## src/rtl/servo_pwm_pkg.sv

```systemverilog
// Shared defaults and helpers for the multi-channel servo PWM generator.
// Default constants target a 27 MHz clock and standard 50 Hz hobby servos.
package servo_pwm_pkg;

  localparam int unsigned DEF_NUM_CH     = 3;
  localparam int unsigned DEF_CLK_PER_US = 27;
  localparam int unsigned DEF_FRAME_US   = 20000;
  localparam int unsigned DEF_MIN_US     = 1000;
  localparam int unsigned DEF_MAX_US     = 2000;
  localparam int unsigned DEF_CENTER_US  = 1500;
  localparam int unsigned DEF_STAGGER_US = 0;
  localparam int unsigned DEF_US_W       = 16;

  function automatic int unsigned clamp_us(input int unsigned val,
                                           input int unsigned lo,
                                           input int unsigned hi);
    if (val < lo) return lo;
    if (val > hi) return hi;
    return val;
  endfunction

endpackage

```

## src/rtl/servo_pwm_multi_if.sv

```systemverilog
// Pulse-width write port: one-cycle strobe, target channel, width in microseconds.
interface servo_pwm_multi_if #(
  parameter int unsigned NUM_CH = 3,
  parameter int unsigned US_W   = 16
);
  localparam int unsigned CH_W = (NUM_CH > 1) ? $clog2(NUM_CH) : 1;

  logic            wr_en;
  logic [CH_W-1:0] wr_ch;
  logic [US_W-1:0] wr_us;

  modport master (output wr_en, wr_ch, wr_us);
  modport slave  (input  wr_en, wr_ch, wr_us);
endinterface

```

## src/rtl/servo_pwm_channel.sv

```systemverilog
// One servo channel: double-buffered pulse width, frame-latched enable and
// the registered window comparator against the shared microsecond counter.
module servo_pwm_channel
  import servo_pwm_pkg::*;
#(
  parameter int unsigned US_W      = DEF_US_W,
  parameter int unsigned MIN_US    = DEF_MIN_US,
  parameter int unsigned MAX_US    = DEF_MAX_US,
  parameter int unsigned CENTER_US = DEF_CENTER_US,
  parameter int unsigned OFF_US    = 0
) (
  input  logic            clk,
  input  logic            rst_n,
  input  logic [US_W-1:0] us_cnt,
  input  logic            fb,
  input  logic            wr_sel,
  input  logic [US_W-1:0] wr_us,
  input  logic            ch_en,
  output logic            pwm
);

  logic [US_W-1:0] pending_reg;
  logic [US_W-1:0] active_reg;
  logic            en_act_reg;
  logic            pwm_reg;
  logic [US_W-1:0] clamped;
  logic [US_W-1:0] win_end;
  logic            above_off;
  logic            pwm_next;

  assign clamped = US_W'(clamp_us(32'(wr_us), MIN_US, MAX_US));
  assign win_end = US_W'(OFF_US) + active_reg;

  if (OFF_US == 0) begin : g_no_off
    assign above_off = 1'b1;
  end else begin : g_off
    assign above_off = (us_cnt >= US_W'(OFF_US));
  end

  assign pwm_next = en_act_reg && above_off && (us_cnt < win_end);

  // active only ever reloads at the frame boundary, so a pulse in flight never changes width
  always_ff @(posedge clk or negedge rst_n) begin
    if (!rst_n) begin
      pending_reg <= US_W'(CENTER_US);
      active_reg  <= US_W'(CENTER_US);
      en_act_reg  <= 1'b0;
      pwm_reg     <= 1'b0;
    end else begin
      if (wr_sel) pending_reg <= clamped;
      if (fb) begin
        active_reg <= pending_reg;
        en_act_reg <= ch_en;
      end
      pwm_reg <= pwm_next;
    end
  end

  assign pwm = pwm_reg;

endmodule

```

## src/rtl/servo_pwm_multi.sv

```systemverilog
// N-channel servo PWM generator: shared microsecond prescaler and frame counter,
// write decode and frame-boundary strobe feeding one channel instance per output.
module servo_pwm_multi
  import servo_pwm_pkg::*;
#(
  parameter int unsigned NUM_CH     = DEF_NUM_CH,
  parameter int unsigned CLK_PER_US = DEF_CLK_PER_US,
  parameter int unsigned FRAME_US   = DEF_FRAME_US,
  parameter int unsigned MIN_US     = DEF_MIN_US,
  parameter int unsigned MAX_US     = DEF_MAX_US,
  parameter int unsigned CENTER_US  = DEF_CENTER_US,
  parameter int unsigned STAGGER_US = DEF_STAGGER_US,
  parameter int unsigned US_W       = DEF_US_W
) (
  input  logic              clk,
  input  logic              rst_n,
  servo_pwm_multi_if.slave  wr,
  input  logic [NUM_CH-1:0] ch_en,
  output logic [NUM_CH-1:0] pwm_out,
  output logic              frame_start,
  output logic [US_W-1:0]   cur_us
);

  localparam int unsigned CH_W  = (NUM_CH > 1) ? $clog2(NUM_CH) : 1;
  localparam int unsigned PRE_W = $clog2(CLK_PER_US);

  if ((NUM_CH - 1) * STAGGER_US + MAX_US >= FRAME_US) begin : g_bad_frame
    $error("servo_pwm_multi: staggered pulses do not fit inside the frame");
  end
  if (NUM_CH < 1 || NUM_CH > 16 || CLK_PER_US < 2) begin : g_bad_params
    $error("servo_pwm_multi: NUM_CH must be 1..16 and CLK_PER_US at least 2");
  end

  logic [PRE_W-1:0] pre_cnt_reg;
  logic [PRE_W-1:0] pre_cnt_next;
  logic [US_W-1:0]  us_cnt_reg;
  logic [US_W-1:0]  us_cnt_next;
  logic             frame_start_reg;
  logic             us_tick;
  logic             fb;

  assign us_tick = (pre_cnt_reg == PRE_W'(CLK_PER_US - 1));
  assign fb      = us_tick && (us_cnt_reg == US_W'(FRAME_US - 1));

  always_comb begin
    pre_cnt_next = pre_cnt_reg + 1'b1;
    us_cnt_next  = us_cnt_reg;
    if (us_tick) begin
      pre_cnt_next = '0;
      us_cnt_next  = fb ? '0 : us_cnt_reg + 1'b1;
    end
  end

  always_ff @(posedge clk or negedge rst_n) begin
    if (!rst_n) begin
      pre_cnt_reg     <= '0;
      us_cnt_reg      <= '0;
      frame_start_reg <= 1'b0;
    end else begin
      pre_cnt_reg     <= pre_cnt_next;
      us_cnt_reg      <= us_cnt_next;
      frame_start_reg <= fb;
    end
  end

  assign frame_start = frame_start_reg;
  assign cur_us      = us_cnt_reg;

  // Out-of-range channel numbers match no decoder, so such writes are dropped
  for (genvar gi = 0; gi < NUM_CH; gi++) begin : g_ch
    logic wr_sel;
    assign wr_sel = wr.wr_en && (wr.wr_ch == CH_W'(gi));

    servo_pwm_channel #(
      .US_W      (US_W),
      .MIN_US    (MIN_US),
      .MAX_US    (MAX_US),
      .CENTER_US (CENTER_US),
      .OFF_US    (gi * STAGGER_US)
    ) u_ch (
      .clk    (clk),
      .rst_n  (rst_n),
      .us_cnt (us_cnt_reg),
      .fb     (fb),
      .wr_sel (wr_sel),
      .wr_us  (wr.wr_us),
      .ch_en  (ch_en[gi]),
      .pwm    (pwm_out[gi])
    );
  end

endmodule

```

## src/flat_wrapper.sv

```systemverilog
// flat-port wrapper written by rule: the top's interface ports become plain ports
module servo_pwm_multi_flat import servo_pwm_pkg::*;
#(
  parameter int unsigned NUM_CH     = DEF_NUM_CH,
  parameter int unsigned CLK_PER_US = DEF_CLK_PER_US,
  parameter int unsigned FRAME_US   = DEF_FRAME_US,
  parameter int unsigned MIN_US     = DEF_MIN_US,
  parameter int unsigned MAX_US     = DEF_MAX_US,
  parameter int unsigned CENTER_US  = DEF_CENTER_US,
  parameter int unsigned STAGGER_US = DEF_STAGGER_US,
  parameter int unsigned US_W       = DEF_US_W
)
  (clk, rst_n, ch_en, pwm_out, frame_start, cur_us, wr_wr_en, wr_wr_ch, wr_wr_us);
  servo_pwm_multi_if #(.NUM_CH(NUM_CH), .US_W(US_W)) wr_i ();
  input  logic clk;
  input  logic rst_n;
  input  logic [NUM_CH-1:0] ch_en;
  output logic [NUM_CH-1:0] pwm_out;
  output logic frame_start;
  output logic [US_W-1:0] cur_us;
  input wire logic [$bits(wr_i.wr_en)-1:0] wr_wr_en;
  input wire logic [$bits(wr_i.wr_ch)-1:0] wr_wr_ch;
  input wire logic [$bits(wr_i.wr_us)-1:0] wr_wr_us;
  assign wr_i.wr_en = wr_wr_en;
  assign wr_i.wr_ch = wr_wr_ch;
  assign wr_i.wr_us = wr_wr_us;
  servo_pwm_multi #(.NUM_CH(NUM_CH), .CLK_PER_US(CLK_PER_US), .FRAME_US(FRAME_US), .MIN_US(MIN_US), .MAX_US(MAX_US), .CENTER_US(CENTER_US), .STAGGER_US(STAGGER_US), .US_W(US_W)) u_core (.clk(clk), .rst_n(rst_n), .wr(wr_i), .ch_en(ch_en), .pwm_out(pwm_out), .frame_start(frame_start), .cur_us(cur_us));
endmodule
```

## config.mk

```make
export PLATFORM = sky130hd
export DESIGN_NAME = servo_pwm_multi_flat
export DESIGN_NICKNAME = d
export VERILOG_FILES = /design/src/rtl/servo_pwm_pkg.sv /design/src/rtl/servo_pwm_multi_if.sv /design/src/rtl/servo_pwm_channel.sv /design/src/rtl/servo_pwm_multi.sv /design/src/flat_wrapper.sv
export SDC_FILE = /design/constraint.sdc
export NUM_CORES = 1
export LEC_CHECK = 0
export BUFFER_PORTS_ARGS = -buffer_cell sky130_fd_sc_hd__buf_2
export CORE_MARGIN = 4
export CORE_UTILIZATION = 60
export CTS_CLUSTER_SIZE = 8
export DETAILED_ROUTE_END_ITERATION = 8
export GPL_TIMING_DRIVEN = 0
export MAX_ROUTING_LAYER = met4
export PLACE_DENSITY_LB_ADDON = 0.08
export REMOVE_ABC_BUFFERS = 1
export SETUP_SLACK_MARGIN = 0.5
export SLEW_MARGIN = 20
export SYNTH_ARGS = -nofsm -noshare
export SYNTH_HDL_FRONTEND = slang
export SYNTH_SLANG_ARGS = --single-unit
export TNS_END_PERCENT = 100
```

## constraint.sdc

```tcl
create_clock -name clk -period 3.21 [get_ports clk]
set_clock_uncertainty 0.05 [all_clocks]
set_input_delay 0.321 -clock clk [delete_from_list [all_inputs] [get_ports clk]]
set_output_delay 0.321 -clock clk [all_outputs]
set_load 0.005 [all_outputs]
```

* Yosys cells after proc, flatten, opt, wreduce, memory -nomap -nowiden
Index checks and enable logic that the tools add are counted.
** Storage, ports and cells
- Bits in registers :: 124
- Word-level logic and storage cells :: 43
- Input port bits :: 24
- Output and inout bits :: 20
** Operators by class
- Add/sub/neg operators :: 2
- Reductions and logical operators :: 8
- Equality and inequality tests :: 4
- Order comparisons :: 5
- Muxes and demuxes :: 9
** Operators by type and width (number)
- $mux W16 :: 4
- $lt A16 B16 Y1 :: 3
- $add A16 B1 Y16 const B :: 1
- $eq A16 B15 Y1 const B :: 1
- $gt A16 B11 Y1 const B :: 1
- $lt A16 B10 Y1 const B :: 1
- $mux W10 :: 1
- $logic_and A1 B1 Y1 :: 7
- $add A5 B1 Y5 const B :: 1
- $eq A5 B5 Y1 const B :: 1
- $mux W5 :: 1
- $mux W1 :: 3
- $eq A2 B1 Y1 const B :: 1
- $eq A2 B2 Y1 const B :: 1
- $logic_not A2 Y1 :: 1

* Longest topological paths before layout
Gate-level depths: netlist (run 1).
- Depth after elaboration :: 5
- Mapped depth :: 8
- Mapped depth without buffers :: 6

* Modules after synthesis
From an unflattened synthesis (run 1), not the netlist that was laid out.
** Unflattened totals
- Cell total of the unflattened synthesis :: 582
- Area total of the unflattened synthesis :: 6152.2 um^2
** Modules (own cells, without submodules)
- servo_pwm_channel :: area an instance 1676.6 um^2, cells each 159, times used 3, seq. area each 868.3 um^2
- servo_pwm_multi :: area an instance 1122.3 um^2, cells each 105, times used 1, seq. area each 550.5 um^2

* Least setup slack after synthesis (run 1)
No wires, ideal clock.
- Path type :: reg-to-reg
- Start point :: reg u_core.us_cnt_reg[12], in the netlist u_core.cur_us[12]
- End point :: reg u_core.g_ch[0].u_ch.active_reg[11]
- Required time :: 3.033 ns
- Library setup time :: 0.127 ns
- Arrival :: 2.324 ns
- Path buffers :: 2
- Stages on the path, launching flop included :: 7
- Slack :: 0.708 ns
- Path through :: dfrtp_1 -> or4b_1 -> or4_4 -> nor3_4 -> buf_6 -> buf_6 -> mux2_1
** On the way
- Longest elaborated chain between the ends :: 2
** RTL lines
- start: declaration :: RTL line servo_pwm_multi.sv:36 : logic [US_W-1:0] us_cnt_reg;
- start signal: assignment :: RTL line servo_pwm_multi.sv:61 : us_cnt_reg <= us_cnt_next;
- $eq A16 B15 Y1 :: RTL line servo_pwm_multi.sv:43 : assign fb = us_tick && (us_cnt_reg == US_W'(FRAME_US - 1));
- $logic_and A1 B1 Y1 :: RTL line servo_pwm_multi.sv:43
- end signal: assignment :: RTL line servo_pwm_channel.sv:46 : active_reg <= US_W'(CENTER_US);
- end signal: assignment :: RTL line servo_pwm_channel.sv:52 : active_reg <= pending_reg;
- end: declaration :: RTL line servo_pwm_channel.sv:23 : logic [US_W-1:0] active_reg;
No other way between the ends.
A chain may end at the register's enable or synchronous reset.

* Final worst setup path (run 1)
- Start point :: reg u_core.us_cnt_reg[13], in the netlist u_core.cur_us[13]
- End point :: reg u_core.g_ch[1].u_ch.active_reg[5]
** On the way
- Longest elaborated chain between the ends :: 2
** RTL lines (RTL line)
- $eq A16 B15 Y1 :: servo_pwm_multi.sv:43
- $logic_and A1 B1 Y1 :: servo_pwm_multi.sv:43
- end signal: assignment :: servo_pwm_channel.sv:46
- end signal: assignment :: servo_pwm_channel.sv:52
- end: declaration :: servo_pwm_channel.sv:23
No other way between the ends.

==> Flow_metrics.wiki, run 1 <==
{| class="wikitable"
! Metric !! Value
|-
| Status || completed
|-
| Port Buffer Count || 43
|-
| Height of the die || 108 µm
|-
| Worst Path Required || approximately 3.6 ns
|-
| Achievable frequency || a little under 0.4 GHz
|-
| Number of violations reported at the end of detailed-routing iteration 0 || 212
|-
| Number of buffers added by the clock tree synthesis step || 17
|-
| HPWL after detailed placement || between 8 and 9 mm
|-
| Global-route wire length before repair || 21.6 mm
|-
| Area of the die || around 0.012 mm²
|-
| Number of synthesis warnings || 0
|-
| Worst Min Path Start || wr_wr_us[2]
|-
| Core outline area || just under 0.01 mm²
|-
| DRC Markers || 0
|-
| Class of the worst hold path || input port to flop
|-
| Kind of start point of the critical path || flop
|-
| Number of flops mapped to enable cells by yosys || 0
|-
| End of the worst register-to-register path || u_core.g_ch[1].u_ch.active_reg[5]$_DFFE_PN0N_
|-
| Average routed wire per standard cell || about 17 µm
|-
| Vias in the first global route || 4320
|-
| CTS clock-pin slew for the worst setup and hold paths || around 0.060 ns
|-
| Startpoint of the lowest-slack register-to-register path || u_core.cur_us[13]$_DFFE_PN0N_
|-
| Worst hold path cell count || 3
|-
| Cell Area, Placed || about 0.0064 mm²
|-
| Final wirelength || about 13 mm
|-
| Top Ports || 44
|-
| Unrepaired setup endpoints after global routing || no
|-
| Buffer depth of the longest clock path || 2
|-
| Worst reg2reg setup slack || slightly above 0.6 ns
|-
| Power density relative to cell area || between 500 and 600 mW/mm²
|-
| Critical-path maximum fanout || 15
|-
| Post-layout nets || a little under 700
|-
| Antenna-violating nets left || 0
|-
| Largest area contributor in the synthesized netlist || dfrtp_1
|-
| Final-report max-slew violation count || 0
|-
| Top post-synthesis cells by count || dfrtp_1, inv_1, ha_1, nand2_1, o21ai_0
|-
| Post-synthesis sequential area ratio || 0.521
|-
| Number of sinks on the clock net || ~120
|-
| Predominant post-synthesis flop cell || dfrtp_1
|-
| Root buffer selected by CTS || clkbuf_8
|-
| Worst-Skew Late Latency || around 0.52 ns
|-
| Mean area per synthesized cell || between 10 and 15 µm²
|-
| Final setup violating endpoints || 0
|-
| Cell Area, Synth || roughly 0.0061 mm²
|-
| Final Hold Fails || 0
|-
| Die extent in x || 108 µm
|-
| Hold slack || 0.0541 ns
|-
| Dominant cells by area after synthesis || dfrtp_1, dfstp_2, ha_1
|-
| VDD IR-drop max || between 400 and 500 µV
|-
| Pin count of the biggest net entering global routing || 71
|-
| Cells after Synth || roughly 540
|-
| Top-area cell type share of the netlist area || 0.339
|-
| Final clock period utilization by the worst path || 0.808
|-
| Clock tree from TritonCTS || done
|-
| Async SR Flop Fraction || 1.00
|-
| Total power || 3.63 mW
|-
| Post-route cell area || 0.00717 mm²
|-
| Global routing usage on met1 || 0.328
|-
| H-tree depth reported by CTS || 4
|-
| Signal arrival time at the worst endpoint || 2.95 ns
|-
| Global routing met2 resource utilization || 0.383
|-
| Critical path class || flop to flop
|-
| Number of diodes || 0
|-
| Cells on worst reg2reg path || 7
|-
| Total leakage power || roughly 3.3 nW
|-
| Layout cells sized above 1 || 0.292
|-
| Total congestion overflow || 0
|-
| GRT Overall Usage || 0.250
|-
| Standard-cell rows || 36
|-
| Netlist cell types || 47
|-
| Routed vias/inst || between 5 and 6
|-
| Worst-margin pin slew || just over 1 ns
|-
| Most numerous cell in the Yosys netlist || dfrtp_1
|-
| Relative max-transition margin || 0.326
|-
| Effective utilization at floorplan || 0.617
|-
| Initial antenna violation count || 0
|-
| Routability-driven placement congestion ratio || 0.827
|-
| Drt pass-1 iters || 4
|-
| Via Count || a little over 4000
|-
| Maximum Capacitance Violations || 0
|-
| Worst Hold End || u_core.g_ch[0].u_ch.pending_reg[2]$_DFFE_PN1P_
|-
| Nature of the critical path endpoint || flop
|-
| Syn-to-layout area delta || 18.4%
|-
| Met3 track demand over resource in global routing || 0.0627
|-
| Period minus WS final || 2.59 ns
|-
| Busiest layer in global routing || met2
|-
| Count of state elements after synthesis || about 120
|}
cell type report:
cell class,instances,area (µm²)
Tap cell,133,166
Multi-Input combinational cell,343,2600
Sequential cell,124,3160
Timing Repair Buffer,64,465
Clock buffer,25,504
Clock inverter,7,85.1
Fill cell,733,2650
Inverter,51,191
cell usage in the layout, fill, tap and decap left out, drive strengths merged, types with 2 or more instances in the layout:
master and instances:
nor4 3, nor2b 6, ha 48, o21ai 43, nor2 15, or4 5, mux2 49, clkbuf 25
nor3 8, buf 60, a2111oi 3, dlygate4sd3 4, dfrtp 82, a21oi 26, o2111a 3, mux2i 5
or3 4, and4 8, nand4 9, and2 15, inv 51, xor2 3, clkinv 5, or3b 2
bufinv 2, xnor2 11, nand2 43, nand3b 2, o31ai 5, nand2b 4, nand3 9, dfstp 42
routing by layer:
layer  part of all wire  wire, µm
met2               0.49      6150
met4              0.014       171
met1               0.46      5860
met3              0.037       468
met5                  0         0
critical path, cell delays in order, from the launching register on:
cell     delay, ns
dfrtp_2       0.46
or4b_1        0.51
or4_4         0.51
nor3_4        0.15
buf_4         0.16
buf_16        0.15
buf_12        0.15
mux2_2        0.33
where the power goes:
group          switching (mW)  total (mW)  internal [mW]
Combinational          0.0731       0.111         0.0377
Sequential             0.0176        1.64           1.62
Clock                   0.656        1.88           1.22
logic make-up after synthesis:
logic type | Yosys count | share of synthesized area
mux | 54 | 0.0994
simple gates | 139 | 0.126
xor+xnor | 14 | 0.0202
compound gates | 88 | 0.0847
buf+inv | 68 | 0.0496
flops | 124 | 0.521
fa+ha+maj | 48 | 0.0992
how the worst max path moves through the flow:
stage	from	to	slack, ns	depth (start not counted)
5_1_grt	u_core.pre_cnt_reg[0]$_DFF_PN0_	u_core.g_ch[0].u_ch.active_reg[9]$_DFFE_PN0N_	0.52	9
6_report	u_core.cur_us[13]$_DFFE_PN0N_	u_core.g_ch[1].u_ch.active_reg[5]$_DFFE_PN0N_	0.62	7
3_3_place_gp	u_core.cur_us[12]$_DFFE_PN0N_	u_core.g_ch[2].u_ch.active_reg[5]$_DFFE_PN0N_	-1.17	4
2_1_floorplan	u_core.cur_us[12]$_DFFE_PN0N_	u_core.g_ch[0].u_ch.en_act_reg$_DFFE_PN0N_	-0.31	4
3_5_place_dp	u_core.pre_cnt_reg[0]$_DFF_PN0_	u_core.g_ch[0].u_ch.active_reg[1]$_DFFE_PN0N_	-0.01	8
4_1_cts	u_core.cur_us[15]$_DFFE_PN0N_	u_core.g_ch[1].u_ch.active_reg[5]$_DFFE_PN0N_	0.50	7
through the flow:
step / utilization / cells / setup WS (ns) / setup TNS [ns]
2_1_floorplan: - / 518 / -0.305 / -14.08
3_3_place_gp: 0.645 / 694 / -1.17 / -64.07
3_5_place_dp: 0.655 / 699 / -0.0114 / -0.0165
4_1_cts: 0.724 / 741 / 0.501 / 0
5_1_grt: 0.731 / 747 / 0.516 / 0
6_report: 0.731 / 747 / 0.616 / 0
timing repair:
action,CTS,global route
hold buffers,4,0
endpoints found under the setup margin,56,21
endpoints found under the hold margin,35,0
buffers inserted,6,5
pin swaps,1,1
resized for setup,2,4
No activity file was read; power rests on OpenSTA's default activity.
==> run 2, diff against run 1 <==
ABC_AREA = 1   (was not set)
CORE_UTILIZATION = 55   (was 60)
clock period = 2.12 ns   (was 3.21 ns; I/O delays follow)
==> run 2 against run 1 <==
  * Cell area is 8.3% higher
  * Fmax rose by 48%
  * Register-to-register slack lost 0.25 ns
  * Sequential share of layout area down 3.3 points
  * Critical path depth is 1 higher
  * Flip-flop and latch count unchanged
  * Global-route usage is 0.33 points higher
  * Combinational power up 85%
  * Core utilization decreased by 2.6 points
  * Critical path type unchanged
==> Flow_metrics.wiki, run 2 <==
{| class="wikitable"
! Metric !! Value
|-
| Multi-input logic area || 0.00279 mm² (+7.4%)
|-
| Worst-margin pin slew || 0.630 ns (-0.378 ns)
|-
| Kind of start point of the critical path || flop
|-
| Initial antenna violation count || 0 (unchanged)
|-
| Routed vias/inst || 5.28 (-4.8%)
|-
| GRT Overall Usage || 0.253 (+0.00333)
|-
| Via Count || 5287 (+28%)
|-
| Most numerous cell in the Yosys netlist || nand2_1
|-
| Predominant post-synthesis flop cell || dfrtp_1
|-
| Count of state elements after synthesis || 124 (unchanged)
|-
| Syn-to-layout area delta || 22.9%
|-
| Post-layout nets || 921 (+37%)
|-
| Register share of total power || 0.435 (-0.017)
|-
| Total leakage power || 4.05 nW (+22%)
|-
| Mean area per synthesized cell || 8.21 µm² (-27%)
|-
| Height of the die || 115 µm (+6.2%)
|-
| Standard-cell rows || 38 (+5.6%)
|-
| CTS clock-pin slew for the worst setup and hold paths || 0.05 ns (about the same)
|-
| Net Switching || 1.17 mW (+56%)
|-
| Maximum Capacitance Violations || 0 (unchanged)
|-
| Antenna-violating nets left || 0 (unchanged)
|-
| Highest-count cells in the layout ignoring fill and taps || nand2_1, inv_1, dfrtp_1
|-
| Average routed wire per standard cell || 16.0 µm (-5.5%)
|-
| Proportion of power drawn by the clock network || 0.530 (+0.013)
|-
| Total power || 5.76 mW (+59%)
|-
| Final setup violating endpoints || 0 (unchanged)
|-
| Achievable frequency || 0.570 GHz (+48%)
|-
| Number of violations reported at the end of detailed-routing iteration 0 || 446 (+110%)
|-
| Worst Path Required || 2.43 ns (-1.14 ns)
|-
| Area taken by flip-flops and latches || 0.00317 mm² (+0.24%)
|-
| VDD IR-drop max || 631 µV (+31%)
|-
| Final-report max-slew violation count || 0 (unchanged)
|-
| Top-area cell type share of the netlist area || 0.324 (-0.0143)
|-
| Effective utilization at floorplan || 0.573 (-0.0436)
|-
| Area of the die || 0.0133 mm² (+13%)
|-
| Largest area contributor in the synthesized netlist || dfrtp_1
|-
| Critical-path maximum fanout || 10 (-5)
|-
| Final wirelength || 16.0 mm (+27%)
|-
| Number of synthesis warnings || 0 (unchanged)
|-
| Number of sinks on the clock net || 124 (unchanged)
|-
| Most common library cell in the layout ignoring fill and taps || nand2_1
|-
| Final-layout fill cell count || 880 (+20%)
|-
| Cells after Synth || 770 (+44%)
|-
| Clock tree from TritonCTS || done
|-
| Final clock period utilization by the worst path || 0.827 (+0.0190)
|-
| Number of buffers added by the clock tree synthesis step || 17 (unchanged)
|-
| Cell Area, Synth || 0.00632 mm² (+4.4%)
|-
| DRC Markers || 0 (unchanged)
|-
| Netlist cell types || 30 (-36%)
|-
| Drt pass-1 iters || 6 (+2)
|-
| Internal power || 4.59 mW (+59%)
|-
| Dominant cells by area after synthesis || dfrtp_1, nand2_1, dfstp_2
|-
| Status || completed
|-
| Die extent in x || 115 µm (+6.2%)
|-
| Period minus WS final || 1.75 ns (-0.840 ns)
|-
| Number of flops mapped to enable cells by yosys || 0 (unchanged)
|-
| Pin count of the biggest net entering global routing || 73 (+2.8%)
|-
| Layout cells sized above 1 || 0.206 (-0.0850)
|-
| Nature of the critical path endpoint || flop
|-
| Relative max-transition margin || 0.579 (+0.253)
|-
| Final Hold Fails || 0 (unchanged)
|-
| Critical path class || flop to flop
|-
| Sw frac || 0.203 (-0.00317)
|-
| Async SR Flop Fraction || 1.00 (unchanged)
|-
| HPWL after detailed placement || 9.12 mm (+5.6%)
|-
| Root buffer selected by CTS || clkbuf_16
|-
| Routability-driven placement congestion ratio || 0.802 (-3.1%)
|-
| Post-route cell area || 0.00777 mm² (+8.3%)
|-
| Vias in the first global route || 5215 (+21%)
|-
| Buffer depth of the longest clock path || 2 (unchanged)
|-
| Cell Area, Placed || 0.00663 mm² (+3.0%)
|-
| Global-route wire length before repair || 25.3 mm (+17%)
|-
| Number of diodes || 0 (unchanged)
|-
| Port Buffer Count || 43 (unchanged)
|-
| Total congestion overflow || 0 (unchanged)
|-
| Top Ports || 44 (unchanged)
|-
| Worst-Skew Late Latency || 0.42 ns (-0.10 ns)
|-
| Unrepaired setup endpoints after global routing || yes
|-
| Core outline area || 0.0110 mm² (+12%)
|-
| Top post-synthesis cells by count || nand2_1, inv_1, dfrtp_1, ha_1, nor2_1
|-
| Signal arrival time at the worst endpoint || 2.06 ns (-0.89 ns)
|-
| Class of the worst hold path || input port to flop
|-
| H-tree depth reported by CTS || 4 (unchanged)
|-
| Power density relative to cell area || 741 mW/mm² (+46%)
|-
| Post-synthesis sequential area ratio || 0.499 (-0.0220)
|-
| Combinational cell fraction of total power || 0.036 (+0.005)
|}
## run 2: changes by cell type after synthesis, moves of 9 or more
cell	previous run	this run
mux2_2	38	0
a21oi_1	26	17
nor2_1	15	47
and2_1	15	0
inv_1	51	106
nand2_1	43	299
mux2_1	11	0
buf_2	0	11
o21ai_0	43	11
o21ai_1	0	14
xnor2_1	11	0
## run 2: layout make-up
cell class,instances,area share
sequential,124,0.408
multi-input combinational,519,0.359
timing repair buffer,73,0.0668
clock buffer,25,0.0625
inverter,111,0.0586
tap,140,0.0225
clock inverter,7,0.0177
timing repair inverter,3,0.00467
## run 2: final timing paths
kind	startpoint	endpoint	slack [ns]	cells after the start
min reg2reg	u_core.g_ch[2].u_ch.pending_reg[11]$_DFFE_PN0P_	u_core.g_ch[2].u_ch.pending_reg[11]$_DFFE_PN0P_	0.41	2
min	wr_wr_us[1]	u_core.g_ch[1].u_ch.pending_reg[1]$_DFFE_PN0P_	0.03	3
max in group asynchronous	rst_n	u_core.g_ch[0].u_ch.pending_reg[10]$_DFFE_PN1P_	1.00	3
max	u_core.cur_us[2]$_DFFE_PN0N_	u_core.g_ch[2].u_ch.active_reg[0]$_DFFE_PN0N_	0.37	8
min in group asynchronous	rst_n	u_core.pre_cnt_reg[2]$_DFF_PN0_	0.27	2
max reg2reg	u_core.cur_us[2]$_DFFE_PN0N_	u_core.g_ch[2].u_ch.active_reg[0]$_DFFE_PN0N_	0.37	8
## run 2: through the flow
step | worst slack, ns | utilization | setup TNS [ns] | cells | hold WS [ns]
5_1_grt | 0.273 | 0.704 | 0 | 1002 | 0.0421
3_3_place_gp | -1.66 | 0.597 | -149.04 | 931 | 0.357
4_1_cts | 0.437 | 0.684 | 0 | 987 | 0.0190
2_1_floorplan | -0.576 | - | -26.48 | 748 | -0.134
6_report | 0.367 | 0.704 | 0 | 1002 | 0.0311
3_5_place_dp | -1.20 | 0.601 | -54.18 | 932 | 0.151
## run 2: cells by family (layout without fill, tap and decap cells)
logic type,Yosys count,after routing,share of synthesized area
compound gates,50,50,0.0421
xor+xnor,8,8,0.0111
fa+ha+maj,48,48,0.0950
buf+inv,133,219,0.0873
flops,124,124,0.499
simple gates,407,413,0.266
## run 2: repair_timing
item	CTS	global route
endpoints found under the hold margin	47	0
buffers inserted	15	9
resized for setup	22	20
gates cloned	3	6
hold buffers	5	0
setup endpoints to repair	78	102
pin swaps	8	3
## run 2: critical path, cell delays in order, from the launching register on
cell and delay, ns:
dfrtp_1 0.53, nand2_1 0.19, nor3_4 0.28, buf_6 0.15, nand2_8 0.10, buf_12 0.16, clkinv_16 0.06, nand2_1 0.08
nand2_1 0.07
## run 2: power by group through the flow
stage               registers, mW  logic (mW)  clock network, mW
global route                 2.51       0.236               3.21
floorplan                    2.53      0.0862                  0
CTS                          2.50       0.205               3.09
detailed placement           2.54       0.194                  0
finish                       2.50       0.205               3.05
global placement             2.54       0.178                  0
## run 2: routing by layer
layer  GRT usage  wire length, µm  part of all wire
met5           -                0                 0
met4       0.101              350             0.022
met3      0.0553              982             0.061
met2       0.383             7440              0.46
met1       0.333             7260              0.45
